## src/rtl/score_bcd_display.sv

```systemverilog
// score_bcd_display: sequential double-dabble score-to-BCD converter driving a 3-digit multiplexed 7-segment display.
// Optional LEADING_ZERO_BLANK_EN blanks leading zero digits in score mode.
module score_bcd_display #(
    parameter int REFRESH_CYCLES = 1000,
    parameter int CNT_W          = 10
) (
    input  logic        clk,
    input  logic        rst_n,
    input  logic [7:0]  score,
    input  logic        show_score,
    input  logic [6:0]  mole_seg,
    output logic [6:0]  seg,
    output logic        dp,
    output logic [2:0]  digit_en,
    output logic [11:0] bcd,
    output logic        bcd_valid
);
    typedef enum logic [1:0] {IDLE, SHIFT, DONE} state_t;

    state_t         state;
    logic           pending;
    logic [7:0]     last;
    logic [19:0]    sr;
    logic [19:0]    adj;
    logic [2:0]     iter;
    logic [CNT_W-1:0] rcnt;
    logic [1:0]     idx;
    logic [3:0]     nib;
    logic           blank;

    function automatic logic [3:0] add3(input logic [3:0] n);
        return n >= 4'd5 ? n + 4'd3 : n;
    endfunction

    function automatic logic [6:0] decode(input logic [3:0] n);
        case (n)
            4'd0:    decode = 7'b1000000;
            4'd1:    decode = 7'b1111001;
            4'd2:    decode = 7'b0100100;
            4'd3:    decode = 7'b0110000;
            4'd4:    decode = 7'b0011001;
            4'd5:    decode = 7'b0010010;
            4'd6:    decode = 7'b0000010;
            4'd7:    decode = 7'b1111000;
            4'd8:    decode = 7'b0000000;
            4'd9:    decode = 7'b0010000;
            default: decode = 7'h7F;
        endcase
    endfunction

    assign adj = {add3(sr[19:16]), add3(sr[15:12]), add3(sr[11:8]), sr[7:0]};
    assign nib = idx == 2'd2 ? bcd[11:8] : idx == 2'd1 ? bcd[7:4] : bcd[3:0];

`ifdef LEADING_ZERO_BLANK_EN
    assign blank = (idx == 2'd2 && bcd[11:8] == 4'd0) ||
                   (idx == 2'd1 && bcd[11:8] == 4'd0 && bcd[7:4] == 4'd0);
`else
    assign blank = 1'b0;
`endif

    // conversion engine: capture, 8 shift-add-3 steps, then publish
    always_ff @(posedge clk or negedge rst_n) begin
        if (!rst_n) begin
            state     <= IDLE;
            pending   <= 1'b1;
            last      <= '0;
            sr        <= '0;
            iter      <= '0;
            bcd       <= '0;
            bcd_valid <= 1'b0;
        end else begin
            case (state)
                IDLE: if (pending || score != last) begin
                    sr        <= {12'd0, score};
                    last      <= score;
                    pending   <= 1'b0;
                    bcd_valid <= 1'b0;
                    iter      <= '0;
                    state     <= SHIFT;
                end
                SHIFT: begin
                    sr    <= {adj[18:0], 1'b0};
                    iter  <= iter + 3'd1;
                    state <= iter == 3'd7 ? DONE : SHIFT;
                end
                DONE: begin
                    bcd       <= sr[19:8];
                    bcd_valid <= 1'b1;
                    state     <= IDLE;
                end
                default: state <= IDLE;
            endcase
        end
    end

    always_ff @(posedge clk or negedge rst_n) begin
        if (!rst_n) begin
            rcnt     <= '0;
            idx      <= '0;
            seg      <= 7'h7F;
            dp       <= 1'b1;
            digit_en <= 3'b111;
        end else begin
            rcnt <= rcnt == CNT_W'(REFRESH_CYCLES - 1) ? '0 : rcnt + 1'b1;
            if (rcnt == CNT_W'(REFRESH_CYCLES - 1))
                idx <= idx == 2'd2 ? 2'd0 : idx + 2'd1;
            if (!show_score) begin
                seg      <= mole_seg;
                dp       <= 1'b1;
                digit_en <= 3'b110;
            end else begin
                seg      <= blank ? 7'h7F : decode(nib);
                dp       <= !(idx == 2'd0 && !bcd_valid);
                digit_en <= blank ? 3'b111 : ~(3'b001 << idx);
            end
        end
    end
endmodule

```

## config.mk

```make
export PLATFORM = sky130hd
export DESIGN_NAME = score_bcd_display
export DESIGN_NICKNAME = d
export VERILOG_FILES = /design/src/rtl/score_bcd_display.sv
export SDC_FILE = /design/constraint.sdc
export NUM_CORES = 1
export LEC_CHECK = 0
export BUFFER_PORTS_ARGS = -buffer_cell sky130_fd_sc_hd__buf_2
export CAP_MARGIN = 20
export CORE_UTILIZATION = 62
export CTS_BUF_LIST = sky130_fd_sc_hd__clkbuf_8
export DETAILED_ROUTE_END_ITERATION = 6
export PLACE_DENSITY = 0.85
export SYNTH_ARGS = -nofsm -noshare
export SYNTH_HDL_FRONTEND = slang
export SYNTH_SLANG_ARGS = --single-unit
export TNS_END_PERCENT = 10
```

## constraint.sdc

```tcl
create_clock -name clk -period 3.4 [get_ports clk]
set_clock_uncertainty 0.05 [all_clocks]
set_input_delay 0.34 -clock clk [delete_from_list [all_inputs] [get_ports clk]]
set_output_delay 0.34 -clock clk [all_outputs]
set_load 0.02 [all_outputs]
```

# Word level (Yosys, flattened, before mapping)
# Memories as Yosys holds them, arrays and structs flattened.
# Cells that the tools add are included.
# totals
romBits	112
mem_count	1
inputBits	18
out_inout_bits	24
ff_bits	70
# memory_table
name	words	width	read_ports	rd_clocked_by_memory_dff	wr	line_no	source
(no name shown)	16	7	1	0	0	36	case (n)
# classes
muxes	19
n_shift	1
n_reduce_logical	11
n_eq_ne	8
order_cmp	3
bitwise	1
addsub	6
# ops
operator	count
case mux 20 bit (2 select lines)	1
2-to-1 mux 20 bit	1
2-to-1 mux 4 bit	4
greater-or-equal comparator 4 x 3 -> 1 bit (second input constant)	3
adder 10 x 1 -> 10 bit (second input constant)	1
equality test 10 bit (second input constant)	1
2-to-1 mux 10 bit	1
2-to-1 mux 3 bit	3
adder 4 x 2 -> 4 bit (second input constant)	2
!= test 8 bit	1
2-to-1 mux 7 bit	1
2-to-1 mux 2 bit	3
case mux 3 bit (2 select lines)	1
AND reduction 2 bit	3
equality test 2 x 1 -> 1 bit (second input constant)	2
equality test 2 bit (second input constant)	2
logical NOT 2 bit	2
case mux 2 bit (2 select lines)	1
nonzero test 2 bit	2
adder 3 x 1 -> 3 bit (second input constant)	1
adder 3 x 2 -> 3 bit (second input constant)	1
equality test 3 bit (second input constant)	1
NOT 3 bit	1
left shift 1 x 2 -> 3 bit (first input constant)	1
other kinds (7)	9

# Longest topological paths before layout
# An unclocked memory read counts as a cell.
# logic_depth
ltp_word	5
mapped_depth	8
ltp_nobuf	7

# Worst setup path before layout
# No wires, ideal clock.
# synth_path
path_kind	register to register
startpoint	register last[6]
endpoint	register last[5]
path_slack_ns	1.416
stages_incl_launch_ff	7
arrival_time_ns	1.809
n_path_buf	2
t_required_ns	3.225
cell_sequence	dfrtp_1 -> xor2_1 -> or4_4 -> o31a_1 -> buf_6 -> buf_6 -> mux2_4
# synth_via
elab_chain_len	3
# synth_lines
element	line_no	source
start: declaration	22	logic [7:0] last;
start signal: assignment	75	last <= score;
!= test 8 bit	73	IDLE: if (pending || score != last) begin
logical OR 1 bit	73	
AND reduction 2 bit (no line)	-	
# No other way between the ends.
# A chain may end at the register's enable or synchronous reset.

# Worst setup path in the final report
# Same ends and word-level chain as after synthesis.

==> results_dict.tcl <==
set metrics [dict create \
    outcome "complete, no violations" \
    worstRegToRegCells 4 \
    clock_path_buffers 2 \
    ys_seq_area_share_pct 53.1 \
    dieArea_um2 5670 \
    cts_root_buf "clkbuf_8" \
    synth_top_area_share_pct 43.6 \
    rsz0062_at_grt "false" \
    drv_cap 0 \
    ctsHtreeMaxLevel 3 \
    drive_gt1_share_pct 24.1 \
    hold_viol 0 \
    vias_per_cell 5.65 \
    avgSynthCellArea_um2 10.6 \
    multiInputGateArea_um2 1460 \
    dr_total_vias 2437 \
    slew_violations 0 \
    antenna_found_initial 0 \
    synth.distinct_cells 39 \
    worst-setup-path-type "reg -> reg" \
    grt_pass1_vias 2379 \
    instances_no_fill 431 \
    clock_latency_ns 0.34 \
    ys_async_sr_fraction_pct 100 \
    rr_startpoint "last[6]" \
    core_area_um2 5140 \
    cts.clk_slew.worst_paths_ns 0.08 \
    cts_hold_buf 0 \
    final-seq-area_um2 1770 \
    crit_start "last[6]" \
    die_w_um 75.3 \
    route.detailed.drc 0 \
    final_nets 384 \
    cts_tree "done" \
    syn_inst 315 \
    p_leak_nw 1.74 \
    synth_edf_count 0 \
    fp-row-count 26 \
    num-fill-cells 399 \
    cts_made_buffers 9 \
    synth_fp_nets 343 \
    drt-total-wl_mm 6.46 \
    ant_nets 0 \
    synth_top_cell_by_area "dfrtp_1" \
    fin_tns_setup_ns 0 \
    initialDrtViolationCount 145 \
    numClockSinks 70 \
    cp-end-kind "flip-flop" \
    ys.flop_type "dfrtp_1" \
    synth_seq_cells 70 \
    finalSetupViolCount 0 \
    dp_hpwl_mm 4.34 \
    cts_setup_buffers 0 \
    crit_end "last[5]" \
    areaGrowthSynthToFinish_pct 13.7 \
    fin_crit_ns 2.26 \
    post_cts_resized 0 \
    port_buffers 41 \
    max_slew_margin_pct 26.9 \
    synthTopCellsByArea "dfrtp_1 (44%), dfstp_2 (9.5%), nand2_1 (5.6%)" \
    ioPinCount 42 \
    synth.most_common_cell "dfrtp_1" \
    min_path_type "in -> async" \
    dieHeight_um 75.3 \
    netlist_area_um2 3330 \
    cp_max_fo 27 \
    wl_per_cell_um 15.0 \
    p_per_area_nw_per_um2 856 \
    fin_crit_sh_pct 66.4 \
    grt_pass1_wl_mm 10.6 \
    grt_max_degree 71 \
    clock.fmax_ghz 0.443 \
    yosys_warnings 0 \
    drt_first_pass_iters 4 \
    start_util_pct 64.8 \
    dp.cells 415 \
    synth_common_cells "dfrtp_1 (58), nand2_1 (50), nor2_1 (22)" \
    worst_setup_path_start_kind "flip-flop" \
    critPathRequiredTime_ns 3.58 \
    crit_arrival_ns 2.44 \
    gp_congestion 0.849 \
    regToRegEndpoint "last[5]" \
    grt_use_total_pct 25.6 \
    antenna_cells 0 \
    reg2reg_slack_ns 1.14 \
    overflow 0 \
    worstMarginPinSlew_ns 1.09 \
    vdd_drop_max_v 0.000450 \
]
==> metrics by stage <==
| step | util (%) | instance area (um2) | power [W] | hold WS (ns) | worst slack (ns) |
|---|---|---|---|---|---|
| after detailed placement | 69.4 | 3570 | 0.00251 | 0.408 | 1.07 |
| after CTS | 73.6 | 3780 | 0.00325 | 0.163 | 1.16 |
| final | 73.6 | 3780 | 0.00324 | 0.142 | 1.14 |
| after global routing | 73.6 | 3780 | 0.00345 | 0.173 | 0.990 |
| after floorplan | - | 3330 | 0.00220 | -0.00559 | 1.42 |
| after global placement | 69.4 | 3570 | 0.00244 | 0.401 | 1.08 |
==> area by class of cell <==
type / count / share of cell area (%)
flip-flops and latches: 70 / 46.7
repair buffers: 43 / 5.82
clock inverters: 6 / 2.08
clock buffers: 10 / 3.64
well taps: 70 / 2.31
multi-input cells: 223 / 38.6
inverters: 9 / 0.893
==> power by group <==
group | leakage [nW] | switching (W) | internal [W]
clock | 0.116 | 0.000305 | 0.000426
sequential | 0.866 | 0.000208 | 0.00112
combinational | 0.760 | 0.000683 | 0.000498
==> critical path, cell delays in order, from the launching register on <==
cell,delay [ns]
dfrtp_1,0.40
xor2_1,0.15
or4_4,0.53
o31a_1,0.60
mux2_4,0.43
==> worst min path at each step <==
stage | startpoint | end | slack (ns) | cells past startpoint
floorplan | rst_n | bcd[0] | -0.006 | 0
CTS | mole_seg[4] | seg[4] | 0.16 | 3
global route | mole_seg[4] | seg[4] | 0.17 | 3
detailed placement | sr[1] | sr[1] | 0.41 | 2
global placement | sr[1] | sr[1] | 0.40 | 2
finish | rst_n | rcnt[9] | 0.14 | 2
==> per-layer routing <==
metal / vias to the layer above / GRT usage (%) / share of wire [%]
met1: 1198 / 31.8 / 44
li1: 1168 / - / -
met4: 0 / 11.3 / 1.3
met5: - / 0 / 0
met3: 10 / 4.82 / 3.7
met2: 61 / 43.6 / 51
==> cells in the final DEF, fill, tap and decap left out, drive strengths merged, types with 5 or more instances in the layout <==
master  instances
nand2          50
dfrtp          58
mux2i          12
xor2            8
o22ai           6
nor2b           5
nor2           22
dfstp          12
nand3          11
clkbuf         10
a22oi           7
inv            12
a21oi          11
nor3            6
mux2           16
buf            43
o21ai          18
ha             10
xnor2          12
==> state kept, by name, indices dropped and copies added (netlist names), 2 cells and up <==
register,count
idx,2
last,8
state,2
rcnt,10
iter,3
bcd,12
digit_en,3
seg,7
sr,20
==> logic make-up (layout without fill, tap and decap cells) <==
kind of cell    after synthesis  after routing  share of synthesized area, %
xor+xnor                     20             20                          5.26
simple gates                108            108                          14.7
compound gates               57             57                          10.9
mux                          28             28                          9.24
buf+inv                      22             68                          3.08
flops                        70             70                          53.1
fa+ha+maj                    10             10                          3.76
Note: power is estimated with default switching activity, not from simulation.
